`config.mk`:
```
export PLATFORM = sky130hd
export DESIGN_NAME = mem_bus_arbiter
export DESIGN_NICKNAME = d
export VERILOG_FILES = /design/src/rtl/mem_bus_arbiter_pkg.sv /design/src/rtl/rr_arbiter2.sv /design/src/rtl/mem_bus_arbiter.sv
export SDC_FILE = /design/constraint.sdc
export NUM_CORES = 1
export LEC_CHECK = 0
export BUFFER_PORTS_ARGS = -buffer_cell sky130_fd_sc_hd__buf_2
export CAP_MARGIN = 5
export CORE_AREA = 2 2 112 114
export CTS_BUF_LIST = sky130_fd_sc_hd__clkbuf_8
export DETAILED_ROUTE_END_ITERATION = 8
export DIE_AREA = 0 0 114 116
export PLACE_DENSITY_LB_ADDON = 0.12
export SLEW_MARGIN = 15
export SYNTH_ARGS = -nofsm -noshare
export SYNTH_HDL_FRONTEND = slang
export SYNTH_SLANG_ARGS = --single-unit
```
`constraint.sdc`:
```
create_clock -name clk -period 2.75 [get_ports clk]
set_input_delay 0 -clock clk [delete_from_list [all_inputs] [get_ports clk]]
set_output_delay 0 -clock clk [all_outputs]
set_load 0.02 [all_outputs]
```
`src/rtl/mem_bus_arbiter_pkg.sv`:
```
// Shared types and defaults for the two-host Avalon-MM memory arbiter.
// Holds the FSM state encoding, the bus-owner encoding and width defaults.
// Also provides a helper that turns an owner into a one-hot grant vector.
package mem_bus_arbiter_pkg;

  localparam int ADDR_W_DEF = 32;
  localparam int DATA_W_DEF = 32;

  typedef enum logic [1:0] {
    IDLE = 2'd0,
    CMD  = 2'd1,
    RESP = 2'd2
  } arb_state_t;

  typedef enum logic {
    OWNER_INSTR = 1'b0,
    OWNER_DATA  = 1'b1
  } arb_owner_t;

  // Grant bit layout is {data, instr}
  function automatic logic [1:0] owner_onehot(input arb_owner_t owner);
    return (owner == OWNER_DATA) ? 2'b10 : 2'b01;
  endfunction

endpackage

```
`src/rtl/rr_arbiter2.sv`:
```
// Two-requester round-robin picker: req[0]=instr, req[1]=data.
// Purely combinational, zero latency; no backpressure of its own.
// On a tie the requester that did not win last time is chosen.
module rr_arbiter2
  import mem_bus_arbiter_pkg::*;
(
  input  logic [1:0] req_i,
  input  arb_owner_t last_winner_i,
  output logic [1:0] gnt_o,
  output arb_owner_t winner_o
);

  // Pick a winner from the request pair, rotating priority on a tie
  always_comb begin
    winner_o = OWNER_INSTR;
    case (req_i)
      2'b01:   winner_o = OWNER_INSTR;
      2'b10:   winner_o = OWNER_DATA;
      2'b11:   winner_o = (last_winner_i == OWNER_DATA) ? OWNER_INSTR : OWNER_DATA;
      default: winner_o = OWNER_INSTR;
    endcase
    gnt_o = (req_i == 2'b00) ? 2'b00 : owner_onehot(winner_o);
  end

endmodule

```
`src/rtl/mem_bus_arbiter.sv`:
```
// Shares one Avalon-MM agent between an instruction host and a data host.
// Latency: 1 IDLE cycle of arbitration, then commands forwarded combinationally.
// Backpressure: owner sees m_waitrequest in CMD; everyone else sees waitrequest=1.
module mem_bus_arbiter
  import mem_bus_arbiter_pkg::*;
#(
  parameter int ADDR_W       = ADDR_W_DEF,
  parameter int DATA_W       = DATA_W_DEF,
  parameter int RESP_TIMEOUT = 255
) (
  input  logic                clk,
  input  logic                rst,
  input  logic [ADDR_W-1:0]   i_address,
  input  logic                i_read,
  input  logic [DATA_W/8-1:0] i_byteenable,
  output logic                i_waitrequest,
  output logic [DATA_W-1:0]   i_readdata,
  output logic                i_readdatavalid,
  input  logic [ADDR_W-1:0]   d_address,
  input  logic                d_read,
  input  logic                d_write,
  input  logic [DATA_W/8-1:0] d_byteenable,
  input  logic [DATA_W-1:0]   d_writedata,
  output logic                d_waitrequest,
  output logic [DATA_W-1:0]   d_readdata,
  output logic                d_readdatavalid,
  output logic [ADDR_W-1:0]   m_address,
  output logic                m_read,
  output logic                m_write,
  output logic [DATA_W/8-1:0] m_byteenable,
  output logic [DATA_W-1:0]   m_writedata,
  input  logic                m_waitrequest,
  input  logic [DATA_W-1:0]   m_readdata,
  input  logic                m_readdatavalid,
  output logic [1:0]          grant,
  output logic                bus_error
);

  localparam int CNT_W = (RESP_TIMEOUT < 2) ? 1 : $clog2(RESP_TIMEOUT + 1);
  // The timeout fires in the cycle the counter shows RESP_TIMEOUT-1, i.e. the
  // RESP_TIMEOUT-th cycle spent waiting.
  localparam logic [CNT_W-1:0] TMO_LAST = CNT_W'((RESP_TIMEOUT > 0) ? RESP_TIMEOUT - 1 : 0);

  arb_state_t       state_q;
  arb_owner_t       owner_q;
  arb_owner_t       last_winner_q;
  logic [1:0]       grant_q;
  logic             bus_error_q;
  logic [CNT_W-1:0] resp_cnt_q;

  logic [1:0]  arb_gnt;
  arb_owner_t  arb_winner;

  logic in_cmd, in_resp, own_data;
  logic cmd_rd, cmd_wr, accept;
  logic rsp_ok, tmo_hit, rsp_fire, stray_rdv, err_d;

  rr_arbiter2 u_rr (
    .req_i         ({d_read | d_write, i_read}),
    .last_winner_i (last_winner_q),
    .gnt_o         (arb_gnt),
    .winner_o      (arb_winner)
  );

  // Decode the current command and the response/error events for this cycle
  always_comb begin
    in_cmd   = (state_q == CMD);
    in_resp  = (state_q == RESP);
    own_data = (owner_q == OWNER_DATA);
    // A data host asserting read and write together is serviced as a write
    cmd_wr   = own_data & d_write;
    cmd_rd   = own_data ? (d_read & ~d_write) : i_read;
    accept   = in_cmd & ~m_waitrequest;
    // Zero-latency agents may return data in the same cycle the read is accepted
    rsp_ok   = m_readdatavalid & (in_resp | (accept & cmd_rd));
    tmo_hit  = (RESP_TIMEOUT != 0) && in_resp && !m_readdatavalid && (resp_cnt_q == TMO_LAST);
    rsp_fire = rsp_ok | tmo_hit;
    stray_rdv = m_readdatavalid & ~(in_resp | (accept & cmd_rd));
    err_d    = stray_rdv | tmo_hit | (in_cmd & own_data & d_read & d_write);
  end

  // Forward the owner's command to the agent and route responses back
  always_comb begin
    m_read          = in_cmd & cmd_rd;
    m_write         = in_cmd & cmd_wr;
    m_address       = in_cmd ? (own_data ? d_address : i_address) : '0;
    m_byteenable    = in_cmd ? (own_data ? d_byteenable : i_byteenable) : '0;
    m_writedata     = (in_cmd & own_data) ? d_writedata : '0;
    i_waitrequest   = (in_cmd & ~own_data) ? m_waitrequest : 1'b1;
    d_waitrequest   = (in_cmd & own_data) ? m_waitrequest : 1'b1;
    i_readdatavalid = rsp_fire & ~own_data;
    d_readdatavalid = rsp_fire & own_data;
    // A timed-out read returns zero data
    i_readdata      = (rsp_ok & ~own_data) ? m_readdata : '0;
    d_readdata      = (rsp_ok & own_data) ? m_readdata : '0;
    grant           = grant_q;
    bus_error       = bus_error_q;
  end

  // Arbitration FSM with response timeout and sticky error flag
  always_ff @(posedge clk) begin
    if (rst) begin
      state_q       <= IDLE;
      owner_q       <= OWNER_INSTR;
      last_winner_q <= OWNER_DATA;
      grant_q       <= 2'b00;
      bus_error_q   <= 1'b0;
      resp_cnt_q    <= '0;
    end else begin
      if (err_d) bus_error_q <= 1'b1;
      case (state_q)
        IDLE: begin
          if (arb_gnt != 2'b00) begin
            grant_q       <= arb_gnt;
            owner_q       <= arb_winner;
            last_winner_q <= arb_winner;
            state_q       <= CMD;
          end
        end
        CMD: begin
          if (accept) begin
            if (cmd_rd && !m_readdatavalid) begin
              state_q    <= RESP;
              resp_cnt_q <= '0;
            end else begin
              state_q <= IDLE;
              grant_q <= 2'b00;
            end
          end
        end
        RESP: begin
          if (rsp_fire) begin
            state_q <= IDLE;
            grant_q <= 2'b00;
          end else begin
            resp_cnt_q <= resp_cnt_q + 1'b1;
          end
        end
        default: begin
          state_q <= IDLE;
          grant_q <= 2'b00;
        end
      endcase
    end
  end

endmodule
```
==> results.sh <==
export IMPL_setup_tns_final_ps=0
export IMPL_route_final_wire_length_mm=11.4
export IMPL_cts_root_buf="clkbuf_8"
export IMPL_combinational_family_with_the_most_area_after_synthesis="simple AND/OR/NAND/NOR gates"
export IMPL_worstSkewPairLatency_ps=250
export IMPL_maximum_operating_frequency_mhz=428
export IMPL_overall_die_area_mm2=0.0132
export IMPL_setup_viol_count_final=0
export IMPL_h_tree_depth=1
export IMPL_layout_cells_most_common_list="buf_2 (283), and2_1 (64), nor2_1 (41)"
export IMPL_die_y_um=116
export IMPL_synthesis_instances=306
export IMPL_final_net_count=718
export IMPL_globalRouteOverflowTotal=0
export IMPL_synth_compound_area_share_pct=14.2
export IMPL_port_buffers=283
export IMPL_post_cts_hold_buffer_count=0
export IMPL_dieWidth_um=114
export IMPL_mostFrequentLayoutCell="buf_2"
export IMPL_relSlewSlack_pct=43.0
export IMPL_initial_antenna_violation_count=3
export IMPL_synth_adder_area_share_pct=1.17
export IMPL_detailedRoute_firstPassIterationCount=4
export IMPL_synth_warning_count=0
export IMPL_layout_drive_gt1_share_pct=52.6
export IMPL_synthFlopType="dfxtp_1"
export IMPL_tightestPinTransition_ps=855
export IMPL_via_per_inst=4.43
export IMPL_post_cts_repair_setup_buffers=0
export IMPL_crit_required_ps=2750
export IMPL_final_max_slew_violation_count=0
export IMPL_first_iter_violations=135
export IMPL_detailed_place_area_mm2=0.00367
export IMPL_critical_path_startpoint_type="flip-flop"
export IMPL_cp_class="flip-flop to output port"
export IMPL_synth_avg_cell_area_um2=6.99
export IMPL_vdd_ir_drop_max_uv=165
export IMPL_static_leakage_power_nw=2.24
export IMPL_basic_gate_share_of_the_synthesized_area_counting_and_or_nand_and_nor_cells_pct=47.0
export IMPL_drt_wl_cell_um=15.8
export IMPL_via_count=3191
export IMPL_final_min_period_over_clock_period_pct=85.1
export IMPL_min_period_ps=2340
export IMPL_fin_skew_ps=5.01
export IMPL_cap_violations=0
export IMPL_hpwl_mm=9.64
export IMPL_cts_tree="done"
export IMPL_final_cell_area_mm2=0.00372
export IMPL_ant_nets=0
export IMPL_clk_pin_slew_worst_paths_ps=70
export IMPL_cts_path_max_buffers=2
export IMPL_number_of_buffers_created_by_cts=3
export IMPL_netlist_area_mm2=0.00214
export IMPL_grt_pass1_vias=3026
export IMPL_wire_length_of_the_first_global_routing_pass_mm=16.5
export IMPL_floorplan_initialDensity_pct=18.0
export IMPL_ys_seq_elements=15
export IMPL_synth_yosys_seq_area_share_pct=14.0
export IMPL_placement_setup_worst_slack_ps=706
export IMPL_mappedNetlistNets=451
export IMPL_muxShareOfSynthArea_pct=16.8
export IMPL_async_flop_share_pct=0
export IMPL_floorplan_core_area_mm2=0.0119
export IMPL_number_of_enable_type_register_cells_in_the_synthesized_netlist=0
export IMPL_worst_ep_arrival_ps=2340
export IMPL_fill_cells=1369
export IMPL_clock_sinks=15
export IMPL_num_io_pins=284
export IMPL_ys_types=42
export IMPL_timing_critical_path_fanout_max=32
export IMPL_grt_setup_unrepaired="no"
export IMPL_power_per_cell_area_mw_per_mm2=248
export IMPL_grt_max_degree=73
export IMPL_cts_resized=0
export IMPL_layout_setup_ws_ps=411
export IMPL_result_of_the_run="completed"
export IMPL_post_synth_xor_area_fraction_pct=0
export IMPL_global_route_usage_total_pct=16.1
export IMPL_min_path_type="primary input to flip-flop"
export IMPL_end_kind="output port"
export IMPL_area_growth_pct=73.7
export IMPL_final_weighted_congestion_in_routability_driven_placement=0.927
export IMPL_hold_viol_final=0
export IMPL_route_detailed_drc=0
export IMPL_placementRows=40
==> per-layer routing <==
layer	GRT usage (%)	wire (um)	up-vias
li1	-	-	1591
met4	3.01	166	2
met3	4.29	1020	12
met5	0	12	-
met2	28.9	5490	193
met1	19.6	4720	1393
==> critical path: stages, from the launching register on <==
cell and delay [ps]:
dfxtp_1 530, nor2b_1 570, a21oi_1 110, nor3b_2 230, buf_4 280, and2_1 190
buf_2 170
==> power breakdown <==
part	internal, mW	leakage [nW]	switching, mW
registers	0.227	0.123	0.0104
clock network	0.0990	0.0269	0.0835
logic	0.208	2.09	0.294
total	0.534	2.24	0.388
==> synthesized netlist by cell type (all sizes together), types with 3 or more instances <==
library cell | instances | area, um2
nand2 | 13 | 48.8
and3 | 33 | 206
a211oi | 5 | 37.5
mux2i | 36 | 360
inv | 6 | 22.5
nor3b | 3 | 43.8
o21ai | 3 | 15.0
nor2 | 41 | 154
buf | 8 | 51.3
dfxtp | 15 | 300
a211o | 3 | 26.3
nand3 | 10 | 50.1
a21oi | 14 | 73.8
and2 | 64 | 400
clkbuf | 19 | 71.3
nor2b | 4 | 25.0
==> state kept, by name, indices dropped and copies added, names as in the netlist <==
register       count
own_data           1
bus_error          1
grant              2
last_winner_q      1
state_q            2
resp_cnt_q         8
==> final cells by class <==
cell class	instances	area, um2	share of cell area, %
Antenna cell	1	2.50	0.0673
Clock inverter	1	3.75	0.101
Multi-Input combinational cell	258	1700	45.7
Timing Repair Buffer	289	1460	39.3
Inverter	6	22.5	0.606
Tap cell	147	184	4.95
Clock buffer	3	41.3	1.11
Sequential cell	15	302	8.11
==> cell families (layout without fill, tap and decap cells) <==
group / count (synthesis) / after routing
buffers and inverters: 33 / 299
adder cells (fa/ha/maj): 2 / 2
AND/OR/NAND/NOR: 178 / 178
other: 0 / 1
flip-flops: 15 / 15
multiplexers: 36 / 36
AO/OA/AOI/OAI: 42 / 42
==> per-stage QoR <==
| step | utilization (%) | hold slack, ps | total power, mW | cells |
|---|---|---|---|---|
| after floorplan | - | 72.1 | 0.526 | 306 |
| after global placement | 30.8 | 316 | 0.746 | 715 |
| after detailed placement | 30.8 | 326 | 0.748 | 715 |
| after CTS | 31.2 | 64.6 | 0.935 | 719 |
| after global routing | 31.2 | 71.9 | 0.988 | 719 |
| final | 31.2 | 65.1 | 0.922 | 720 |
==> final timing paths <==
kind                                 endpoint  cells after the start           from  slack, ps
worst max register to register  resp_cnt_q[3]                      4     state_q[1]        880
worst max-delay path            i_readdata[0]                      6     state_q[1]        410
worst min-delay path               state_q[0]                      3  m_waitrequest         70
worst min register to register  last_winner_q                      1  last_winner_q        500
No activity file was read; power rests on OpenSTA's default activity.
